File: src/rtl/axi4_lite_rr_master.sv
// rtl/axi4_lite_rr_master.sv - two-requester round-robin arbiter and AXI4-Lite master sequencer
// One command at a time is granted and driven through AW/W/B or AR/R; all AXI outputs come from flops.
module axi4_lite_rr_master #(
  parameter int ADDR_W = 4,
  parameter int DATA_W = 32
) (
  input  logic              ACLK,
  input  logic              ARESETn,
  input  logic              req0,
  input  logic              req1,
  input  logic              we0,
  input  logic              we1,
  input  logic [ADDR_W-1:0] addr0,
  input  logic [ADDR_W-1:0] addr1,
  input  logic [DATA_W-1:0] wdata0,
  input  logic [DATA_W-1:0] wdata1,
  output logic              done0,
  output logic              done1,
  output logic [DATA_W-1:0] rdata0,
  output logic [DATA_W-1:0] rdata1,
  output logic [1:0]        resp0,
  output logic [1:0]        resp1,
  output logic [ADDR_W-1:0] AWADDR,
  output logic              AWVALID,
  input  logic              AWREADY,
  output logic [DATA_W-1:0] WDATA,
  output logic              WVALID,
  input  logic              WREADY,
  input  logic [1:0]        BRESP,
  input  logic              BVALID,
  output logic              BREADY,
  output logic [ADDR_W-1:0] ARADDR,
  output logic              ARVALID,
  input  logic              ARREADY,
  input  logic [DATA_W-1:0] RDATA,
  input  logic [1:0]        RRESP,
  input  logic              RVALID,
  output logic              RREADY
);

  typedef enum logic [2:0] {IDLE, WA, WB, RA, RD, DONE} state_t;

  state_t            state_q, state_d;
  logic              rr_q, rr_d;
  logic              gnt_q, gnt_d;
  logic [ADDR_W-1:0] addr_q, addr_d;
  logic [DATA_W-1:0] wdata_q, wdata_d;
  logic              awvalid_q, awvalid_d;
  logic              wvalid_q, wvalid_d;
  logic              bready_q, bready_d;
  logic              arvalid_q, arvalid_d;
  logic              rready_q, rready_d;
  logic              aw_done_q, aw_done_d;
  logic              w_done_q, w_done_d;
  logic              done0_q, done0_d;
  logic              done1_q, done1_d;
  logic [DATA_W-1:0] rdata0_q, rdata0_d;
  logic [DATA_W-1:0] rdata1_q, rdata1_d;
  logic [1:0]        resp0_q, resp0_d;
  logic [1:0]        resp1_q, resp1_d;

  logic sel;
  logic aw_hs;
  logic w_hs;

  always_comb begin
    state_d   = state_q;
    rr_d      = rr_q;
    gnt_d     = gnt_q;
    addr_d    = addr_q;
    wdata_d   = wdata_q;
    awvalid_d = awvalid_q;
    wvalid_d  = wvalid_q;
    bready_d  = bready_q;
    arvalid_d = arvalid_q;
    rready_d  = rready_q;
    aw_done_d = aw_done_q;
    w_done_d  = w_done_q;
    done0_d   = 1'b0;
    done1_d   = 1'b0;
    rdata0_d  = rdata0_q;
    rdata1_d  = rdata1_q;
    resp0_d   = resp0_q;
    resp1_d   = resp1_q;
    // With both requesting the rr pointer decides; otherwise whoever is asking wins.
    sel   = (req0 && req1) ? rr_q : req1;
    aw_hs = awvalid_q && AWREADY;
    w_hs  = wvalid_q && WREADY;

    case (state_q)
      IDLE: begin
        if (req0 || req1) begin
          gnt_d   = sel;
          addr_d  = sel ? addr1 : addr0;
          wdata_d = sel ? wdata1 : wdata0;
          if (sel ? we1 : we0) begin
            state_d   = WA;
            awvalid_d = 1'b1;
            wvalid_d  = 1'b1;
            aw_done_d = 1'b0;
            w_done_d  = 1'b0;
          end else begin
            state_d   = RA;
            arvalid_d = 1'b1;
          end
        end
      end
      WA: begin
        if (aw_hs) begin
          awvalid_d = 1'b0;
          aw_done_d = 1'b1;
        end
        if (w_hs) begin
          wvalid_d = 1'b0;
          w_done_d = 1'b1;
        end
        if ((aw_done_q || aw_hs) && (w_done_q || w_hs)) begin
          state_d  = WB;
          bready_d = 1'b1;
        end
      end
      WB: begin
        if (BVALID && bready_q) begin
          bready_d = 1'b0;
          state_d  = DONE;
          if (gnt_q) begin
            resp1_d = BRESP;
            done1_d = 1'b1;
          end else begin
            resp0_d = BRESP;
            done0_d = 1'b1;
          end
        end
      end
      RA: begin
        if (arvalid_q && ARREADY) begin
          arvalid_d = 1'b0;
          rready_d  = 1'b1;
          state_d   = RD;
        end
      end
      RD: begin
        if (RVALID && rready_q) begin
          rready_d = 1'b0;
          state_d  = DONE;
          if (gnt_q) begin
            rdata1_d = RDATA;
            resp1_d  = RRESP;
            done1_d  = 1'b1;
          end else begin
            rdata0_d = RDATA;
            resp0_d  = RRESP;
            done0_d  = 1'b1;
          end
        end
      end
      DONE: begin
        rr_d    = ~gnt_q;
        state_d = IDLE;
      end
      default: state_d = IDLE;
    endcase
  end

  always_ff @(posedge ACLK or negedge ARESETn) begin
    if (!ARESETn) begin
      state_q   <= IDLE;
      rr_q      <= 1'b0;
      gnt_q     <= 1'b0;
      addr_q    <= '0;
      wdata_q   <= '0;
      awvalid_q <= 1'b0;
      wvalid_q  <= 1'b0;
      bready_q  <= 1'b0;
      arvalid_q <= 1'b0;
      rready_q  <= 1'b0;
      aw_done_q <= 1'b0;
      w_done_q  <= 1'b0;
      done0_q   <= 1'b0;
      done1_q   <= 1'b0;
      rdata0_q  <= '0;
      rdata1_q  <= '0;
      resp0_q   <= 2'b00;
      resp1_q   <= 2'b00;
    end else begin
      state_q   <= state_d;
      rr_q      <= rr_d;
      gnt_q     <= gnt_d;
      addr_q    <= addr_d;
      wdata_q   <= wdata_d;
      awvalid_q <= awvalid_d;
      wvalid_q  <= wvalid_d;
      bready_q  <= bready_d;
      arvalid_q <= arvalid_d;
      rready_q  <= rready_d;
      aw_done_q <= aw_done_d;
      w_done_q  <= w_done_d;
      done0_q   <= done0_d;
      done1_q   <= done1_d;
      rdata0_q  <= rdata0_d;
      rdata1_q  <= rdata1_d;
      resp0_q   <= resp0_d;
      resp1_q   <= resp1_d;
    end
  end

  assign AWADDR  = addr_q;
  assign ARADDR  = addr_q;
  assign WDATA   = wdata_q;
  assign AWVALID = awvalid_q;
  assign WVALID  = wvalid_q;
  assign BREADY  = bready_q;
  assign ARVALID = arvalid_q;
  assign RREADY  = rready_q;
  assign done0   = done0_q;
  assign done1   = done1_q;
  assign rdata0  = rdata0_q;
  assign rdata1  = rdata1_q;
  assign resp0   = resp0_q;
  assign resp1   = resp1_q;

endmodule

File: config.mk
export PLATFORM = sky130hd
export DESIGN_NAME = axi4_lite_rr_master
export DESIGN_NICKNAME = d
export VERILOG_FILES = /design/src/rtl/axi4_lite_rr_master.sv
export SDC_FILE = /design/constraint.sdc
export NUM_CORES = 1
export LEC_CHECK = 0
export BUFFER_PORTS_ARGS = -buffer_cell sky130_fd_sc_hd__buf_4
export CAP_MARGIN = 20
export CORE_UTILIZATION = 50
export CTS_CLUSTER_SIZE = 14
export DETAILED_ROUTE_END_ITERATION = 8
export HOLD_SLACK_MARGIN = 0.03
export PLACE_DENSITY = 0.85
export SLEW_MARGIN = 30
export SYNTH_ARGS = -nofsm -noshare
export SYNTH_HDL_FRONTEND = slang
export SYNTH_SLANG_ARGS = --single-unit
File: constraint.sdc
create_clock -name ACLK -period 4.14 [get_ports ACLK]
set_input_delay 0 -clock ACLK [delete_from_list [all_inputs] [get_ports ACLK]]
set_output_delay 0 -clock ACLK [all_outputs]
set_load 0.05 [all_outputs]
==> results of run 1 <==
## stage by stage
stage | power, mW | util, %
5_1_grt | 7.21 | 90.5
3_5_place_dp | 5.15 | 71.5
2_1_floorplan | 4.14 | -
3_3_place_gp | 5.06 | 71.4
6_report | 6.95 | 90.5
4_1_cts | 6.78 | 90.5
## power by group through the flow
stage / clock [mW] / combinational, mW / sequential [mW]
floorplan: 0 / 0.823 / 3.32
global placement: 0 / 3.15 / 1.91
detailed placement: 0 / 3.22 / 1.93
CTS: 1.47 / 3.38 / 1.93
global route: 1.53 / 3.65 / 2.04
finish: 1.46 / 3.50 / 2.00
## layer usage
layer  part of all wire, %  vias up
met5                     0        -
met4                   3.4        0
met3                   9.3       50
met2                    51      274
met1                    36     2282
li1                      -     2035
## how the worst max path moves through the flow
| stage | startpoint | end | slack, ns | cells past startpoint |
|---|---|---|---|---|
| final | rr_q | WVALID | 1.62 | 5 |
| after global routing | rr_q | w_done_q | 1.50 | 5 |
| after CTS | rr_q | WVALID | 1.67 | 5 |
| after detailed placement | state_q[0] | rdata0[3] | 2.07 | 4 |
| after global placement | state_q[0] | ARADDR[2] | 1.95 | 3 |
| after floorplan | RREADY | rdata0[10] | 2.34 | 4 |
## critical path, stage by stage (launching register included)
cell and delay [ns]:
dfrtp_1 0.41, o21ai_4 0.14, buf_4 0.55, mux2i_1 0.51
dlygate4sd3_1 0.65, o21ai_0 0.10
## layout by cell type (no fill, tap or decap), types with 2 or more instances in the layout
cell type        n
buf_4          236
dlygate4sd3_1  120
dfrtp_1        118
mux2_2          64
mux2i_1         43
nand2_1         42
o21ai_0         36
clkbuf_16       16
inv_1            9
a21oi_1          5
o21ai_1          4
clkinvlp_4       4
nor2_1           3
nand3_1          3
clkinv_2         3
bufinv_16        3
nor3_1           2
nor3b_4          2
nor3b_1          2
nor2b_1          2
a2bb2oi_1        2
clkbuf_8         2
clkbuf_1         2
## sequential cells by signal, indices dropped and copies added, names as in the netlist
register / flops
ARADDR: 4
rdata0: 32
state_q: 3
aw_done_q: 1
gnt_q: 1
WVALID: 1
done1: 1
w_done_q: 1
done0: 1
AWVALID: 1
resp0: 2
rr_q: 1
rdata1: 32
RREADY: 1
ARVALID: 1
resp1: 2
WDATA: 32
BREADY: 1
## final cells by class
class                   instances  share of cell area (%)
repair buffers                357                    35.0
flip-flops and latches        118                    34.6
multi-input cells             228                    21.1
clock buffers                  20                    5.11
well taps                     129                    1.89
clock inverters                12                    1.79
inverters                       9                   0.396
## cell families after synthesis
family / Yosys count / synth area share, %
flops: 118 / 59.6
mux: 107 / 23.2
simple gates: 64 / 6.34
compound gates: 57 / 6.49
buf+inv: 35 / 4.37
==> metrics.yaml, run 1 <==
global_routing:
  grt_max_degree: 79
  grt_pass1_vias: 4985
  grt_overflow: 0
  met3_usage_pct: 10.9
  grtUsageMet1_pct: 40.0
  grt_use_total_pct: 35.7
  antenna_found_initial: 0
  grt_pass1_wl_mm: 26.9
  grt_use_met2_pct: 62.6
  top_usage_layer: "met2"
pwr:
  comb_power_share_pct: 50.3
  internal_power_mw: 3.69
  vdd_drop_max_mv: 0.523
  swShare_pct: 47.0
  net-switching-power_mw: 3.27
  pwr-share-clk_pct: 21.0
  pwr-share-seq_pct: 28.7
  leakage_nw: 4.44
  power_density_mw_per_mm2: 816
placed_design:
  dp.cells: 721
  dpl-instance-area_mm2: 0.00673
  dp_hpwl_mm: 9.21
  portBuffers: 233
  place_ws_ns: 2.07
  gp_congestion: 0.869
routing:
  drc_errors: 0
  wl_mm: 17.8
  drt_iter0_markers: 287
  dr_total_vias: 4641
  drtPass1Iterations: 5
  wl_per_cell_um: 20.4
  ant_nets: 0
  post_drt_via_cell_ratio: 5.32
sta:
  hold_violations: 0
  max_freq_mhz: 397
  drv_slew: 0
  setup_violations: 0
  fin_ws_ns: 1.62
  period_needed_ns: 2.52
  tightest_slew_ns: 0.720
  period_share_pct: 60.8
  fin_setup_tns_ns: 0
  rsz0062_at_grt: "false"
  skew_ns: 0.00974
  slew_headroom_pct: 52.0
  timing.hold.ws_ns: 0.104
critical_path:
  r2r_slack_ns: 1.62
  path_class: "reg2reg"
  r2r_start: "rr_q"
  end_kind: "flop"
  start_kind: "flop"
  worstPathRequired_ns: 4.47
  arrival_ns: 2.85
  rr_endpoint: "WVALID"
  cp_max_fo: 38
  reg2reg_depth: 5
synthesis:
  synth-main-ff-cell: "dfrtp_1"
  yosysUniqueCellTypes: 36
  synth.avg_cell_area_um2: 13.0
  synthArstFlopShare_pct: 100
  synth-seq-cells: 118
  synth_common_cells: "dfrtp_1, mux2_2, mux2i_1"
  synth.area.top_cells: "dfrtp_1, mux2_2, mux2i_1"
  netlist.area_leader.share_pct: 59.6
  yosysWarnings: 0
  synth-edff-count: 0
  yosysMostFrequentCell: "dfrtp_1"
  yosys.area.top_type: "dfrtp_1"
  ys_seq_area_share_pct: 59.6
  syn_area_mm2: 0.00496
  synth_nets: 500
  syn-instance-count: 381
status:
  status: "finished, final reports clean"
clocking:
  clockRootBuffer: "clkbuf_8"
  post_cts_buffers: 0
  cts-resized-gates: 0
  insertion_delay_ns: 0.50
  path_clk_slew_ns: 0.06
  cts_tree: "yes"
  htreeDepth: 4
  clock_sinks: 118
  hold_buffers: 120
  max-clock-path-buffers: 2
  cts_buffers: 17
floorplanning:
  fp.dieW_um: 102
  initial_core_util_pct: 52.6
  rows: 35
  design.core.area_mm2: 0.00942
  die_h_um: 102
  io_pins: 234
  dieArea_mm2: 0.0103
flow_run:
  max-cap-violations: 0
cells_and_area:
  nNetsFinal: 850
  drive_gt1_share_pct: 45.2
  seq_area_mm2: 0.00295
  area_growth_pct: 72.0
  multi_input_area_mm2: 0.00180
  instances_no_fill: 873
  fin_area_mm2: 0.00852
  n_antenna_cell: 0
  nFillCells: 349
hold_path:
  hp-class: "in2async"
Note: power is estimated with default switching activity, not from simulation.
==> run 2, diff against run 1 <==
Settings changed: CORE_UTILIZATION 50 to 47, PLACE_DENSITY 0.85 to 0.81.
Clock period 4.14 ns to 2.5 ns, I/O delays scaled along.
==> run 2 against run 1 <==
Against the previous run:
- non-clock buffer count increased by 3
- via count decreased by 1.3%
- die area increased by 6.2%
- sequential power increased by 62%
- cell count increased by 0.69%
- clock power increased by 60%
- utilization decreased by 7.4 points
- sequential cell count unchanged
- maximum frequency increased by 5.7%
- critical endpoint is now w_done_q
==> metrics.yaml, run 2 (synthesis gave the netlist of run 1 again) <==
status:
  status: "finished, final reports clean"
cells_and_area:
  instances_no_fill: 879
  nFillCells: 511
  fin_area_mm2: 0.00855
  area_growth_pct: 72.4
  layout_common_cells: "buf_4, dlygate4sd3_1, dfrtp_1"
  mostFrequentLayoutCell: "buf_4"
  drive_gt1_share_pct: 45.2
  n_antenna_cell: 0
  nNetsFinal: 853
sta:
  drv_slew: 0
  slew_headroom_pct: 61.0
  fin_setup_tns_ns: 0
  rsz0062_at_grt: "false"
  timing.hold.ws_ns: 0.0712
  period_share_pct: 95.2
  skew_ns: 0.00716
  hold_violations: 0
  fin_ws_ns: 0.119
  tightest_slew_ns: 0.585
  max_freq_mhz: 420
  period_needed_ns: 2.38
  setup_violations: 0
critical_path:
  worstPathRequired_ns: 2.89
  end_kind: "flop"
  startpoint: "state_q[0]"
  arrival_ns: 2.77
  start_kind: "flop"
  r2r_start: "state_q[0]"
  r2r_slack_ns: 0.12
  cp_max_fo: 78
  path_class: "reg2reg"
clocking:
  clockRootBuffer: "clkbuf_8"
  cts_buffers: 17
  htreeDepth: 4
  post_cts_buffers: 0
  clock_sinks: 118
  insertion_delay_ns: 0.51
  cts_tree: "yes"
  path_clk_slew_ns: 0.05
  max-clock-path-buffers: 2
routing:
  drc_errors: 0
  drtPass1Iterations: 4
  wl_per_cell_um: 19.1
  drt_iter0_markers: 213
  dr_total_vias: 4579
  post_drt_via_cell_ratio: 5.21
  wl_mm: 16.8
  ant_nets: 0
placed_design:
  gp_congestion: 0.848
  portBuffers: 233
  dp_hpwl_mm: 9.28
  dpl-instance-area_mm2: 0.00679
  place_ws_ns: 0.539
  dp.cells: 732
floorplanning:
  rows: 37
  design.core.area_mm2: 0.0103
  fp.dieW_um: 105
  io_pins: 234
  initial_core_util_pct: 48.2
  dieArea_mm2: 0.0110
  die_h_um: 105
global_routing:
  grt_pass1_wl_mm: 26.6
  grt_overflow: 0
  grt_max_degree: 79
  grt_pass1_vias: 5044
  antenna_found_initial: 0
  grt_use_total_pct: 32.1
flow_run:
  max-cap-violations: 0
pwr:
  leakage_nw: 4.46
  vdd_drop_max_mv: 0.860
  power_density_mw_per_mm2: 1320
hold_path:
  hp-class: "in2async"
-- run 2: cell count changes in the layout (fill, tap and decap cells not counted) --
cell / before / now
buf_12: 0 / 2
clkinvlp_4: 4 / 0
inv_6: 1 / 0
clkinv_2: 3 / 2
buf_4: 236 / 238
or4_2: 0 / 1
clkbuf_8: 2 / 6
dlygate4sd3_1: 120 / 119
or4_4: 1 / 0
bufinv_16: 3 / 2
clkinv_4: 1 / 0
-- run 2: what timing repair did --
action / CTS / global route
hold buffers: 119 / 0
endpoints found under the hold margin: 175 / 0
setup endpoints to repair: 0 / 2
resized for setup: 0 / 1
-- run 2: layer usage --
metal	wire length [µm]	part of all wire (%)	vias up	GRT usage [%]
met3	1330	7.9	59	9.36
met2	8610	51	249	56.0
met5	0	0	-	0
met1	6230	37	2234	35.2
met4	597	3.6	0	17.0
li1	-	-	2037	-
-- run 2: layout make-up --
cell class	count	area, µm²	area share (%)
Sequential cell	118	2950	34.6
Multi-Input combinational cell	228	1800	21.1
Inverter	9	33.8	0.395
Clock buffer	24	490	5.74
Clock inverter	4	70.1	0.820
Tap cell	136	170	1.99
Timing Repair Buffer	360	3030	35.4
-- run 2: worst max-delay path: stages, from the launching register on --
cell and delay [ns]:
dfrtp_1 0.54, or4_2 0.70, buf_6 0.27, a2bb2oi_1 0.19, dlygate4sd3_1 0.56
-- run 2: path summary, 6_finish.rpt --
kind                       cells past startpoint         end
max                                            4    w_done_q
min                                            2  rdata0[25]
max reg2reg                                    4    w_done_q
min reg2reg                                    2   WDATA[30]
max in group asynchronous                      3   rdata1[3]
min in group ACLK                              4     ARVALID
-- run 2: power by group --
part,internal [mW],switching (mW),total [mW]
clock network,1.52,0.802,2.33
logic,1.90,3.82,5.72
registers,2.67,0.584,3.25
-- run 2: through the flow --
| stage | util, % | power (mW) |
|---|---|---|
| final | 83.2 | 11.3 |
| after global routing | 83.2 | 11.7 |
| after CTS | 83.1 | 11.1 |
| after detailed placement | 66.1 | 8.53 |
| after global placement | 66.1 | 8.37 |
| after floorplan | - | 6.86 |
==> run 3, diff against run 2 <==
Settings changed: CELL_PAD_IN_SITES_DETAIL_PLACEMENT from default to 2, CELL_PAD_IN_SITES_GLOBAL_PLACEMENT from default to 2, CORE_UTILIZATION 47 to 29, PLACE_DENSITY 0.81 to default, PLACE_DENSITY_LB_ADDON from default to 0.1.
==> run 3 against run 2 <==
Against the previous run:
- via count is 4.9% lower
- largest cell class unchanged
- sequential cell count did not move
- design area grew 1.1%
- critical path type unchanged
- register-to-register slack improved by 0.23 ns
- global-route usage down 11 points
- clock skew increased by 0.0075 ns
- worst setup slack improved by 0.23 ns
- cell count is 9.3% higher
- critical path depth is 1 higher
- combinational power decreased by 0.9%
==> metrics.yaml, run 3 (synthesis gave the netlist of run 1 again) <==
sta:
  drv_slew: 0
  fin_setup_tns_ns: 0
  slew_headroom_pct: 53.5
  setup_violations: 0
  rsz0062_at_grt: "false"
  tightest_slew_ns: 0.697
  period_share_pct: 86.1
  period_needed_ns: 2.15
  fin_ws_ns: 0.348
  hold_violations: 0
  max_freq_mhz: 465
  skew_ns: 0.0147
placed_design:
  dp_hpwl_mm: 11.2
  gp_congestion: 0.743
  portBuffers: 233
  dp.cells: 816
  dpl-instance-area_mm2: 0.00690
  place_ws_ns: 0.466
routing:
  ant_nets: 0
  wl_per_cell_um: 18.0
  post_drt_via_cell_ratio: 4.53
  drt_iter0_markers: 104
  drtPass1Iterations: 4
  wl_mm: 17.3
  drc_errors: 0
  dr_total_vias: 4356
pwr:
  internal_power_mw: 6.16
  pwr-share-clk_pct: 21.8
  net-switching-power_mw: 5.20
  vdd_drop_max_mv: 0.704
  pwr-share-seq_pct: 28.2
  leakage_nw: 4.45
  power_density_mw_per_mm2: 1310
  p_total_mw: 11.4
  swShare_pct: 45.8
  comb_power_share_pct: 49.9
global_routing:
  grt_overflow: 0
  grt_max_degree: 79
  antenna_found_initial: 0
  grt_use_total_pct: 20.6
  grt_pass1_vias: 5150
  grt_pass1_wl_mm: 27.8
clocking:
  cts_tree: "yes"
  clockRootBuffer: "clkbuf_16"
  path_clk_slew_ns: 0.06
  htreeDepth: 4
  clock_sinks: 118
  max-clock-path-buffers: 2
  insertion_delay_ns: 0.41
  cts_buffers: 17
floorplanning:
  die_h_um: 133
  rows: 47
  initial_core_util_pct: 29.8
  fp.dieW_um: 133
  design.core.area_mm2: 0.0166
  io_pins: 234
  dieArea_mm2: 0.0176
critical_path:
  end_kind: "flop"
  path_cells: "o21ai_4 -> buf_4 -> mux2i_1 -> dlygate4sd3_1 -> o21ai_0"
  arrival_ns: 2.39
  critPathSlowestCell: "dlygate4sd3_1"
  worstPathRequired_ns: 2.74
  cpPeakStageDelay_ns: 0.58
  start_kind: "flop"
  r2r_slack_ns: 0.35
  cp_max_fo: 27
  path_class: "reg2reg"
cells_and_area:
  n_antenna_cell: 0
  nFillCells: 1601
  instances_no_fill: 961
  nNetsFinal: 848
  layout_common_cells: "buf_4, dfrtp_1, dlygate4sd3_1"
  mostFrequentLayoutCell: "buf_4"
  fin_area_mm2: 0.00864
  drive_gt1_share_pct: 45.7
  area_growth_pct: 74.2
status:
  status: "finished, final reports clean"
hold_path:
  hp-class: "in2reg"
flow_run:
  max-cap-violations: 0
-- run 3: layout make-up --
type / instances / area, µm² / share of cell area (%)
repair buffers: 355 / 2980 / 34.5
clock buffers: 22 / 474 / 5.49
well taps: 220 / 275 / 3.19
multi-input cells: 228 / 1800 / 20.8
clock inverters: 9 / 125 / 1.45
flip-flops and latches: 118 / 2950 / 34.2
inverters: 9 / 33.8 / 0.391
-- run 3: power by group through the flow --
stage / Sequential (mW) / Clock (mW) / Combinational (mW)
after floorplan: 5.50 / 0 / 1.36
after global placement: 3.17 / 0 / 5.33
after detailed placement: 3.22 / 0 / 5.44
after CTS: 3.21 / 2.53 / 5.67
after global routing: 3.31 / 2.62 / 5.97
final: 3.21 / 2.48 / 5.67
-- run 3: final timing paths --
path,start,endpoint,cells past startpoint
worst max-delay path,rr_q,WDATA[25],5
worst min-delay path,we1,WVALID,3
worst max register to register,rr_q,WDATA[25],5
worst min register to register,WDATA[1],WDATA[1],2
max in group asynchronous,ARESETn,WDATA[9],3
min in group asynchronous,ARESETn,rdata1[24],2
-- run 3: timing repair --
item                                    4_1_cts  5_1_grt
endpoints found under the setup margin        0        0
hold buffers                                114        0
gates resized for setup                       0        0
endpoints found under the hold margin       194        0
setup buffers                                 0        0
-- run 3: per-layer routing --
layer	wire (µm)	track usage, %
met5	0	0
met4	292	6.13
met3	1040	6.51
met2	9210	37.8
met1	6770	22.7
-- run 3: through the flow --
step / hold slack (ns) / util, %
2_1_floorplan: -0.296 / -
3_3_place_gp: -0.0409 / 41.4
3_5_place_dp: -0.0368 / 41.4
4_1_cts: 0.0303 / 51.9
5_1_grt: 0.0722 / 51.9
6_report: 0.0481 / 51.9
-- run 3: critical path: cells and delay by family, from the launching register on --
family / cells / cell delay (ns)
buf+inv: 2 / 1.01
compound gates: 2 / 0.27
mux: 1 / 0.28
flops: 1 / 0.40
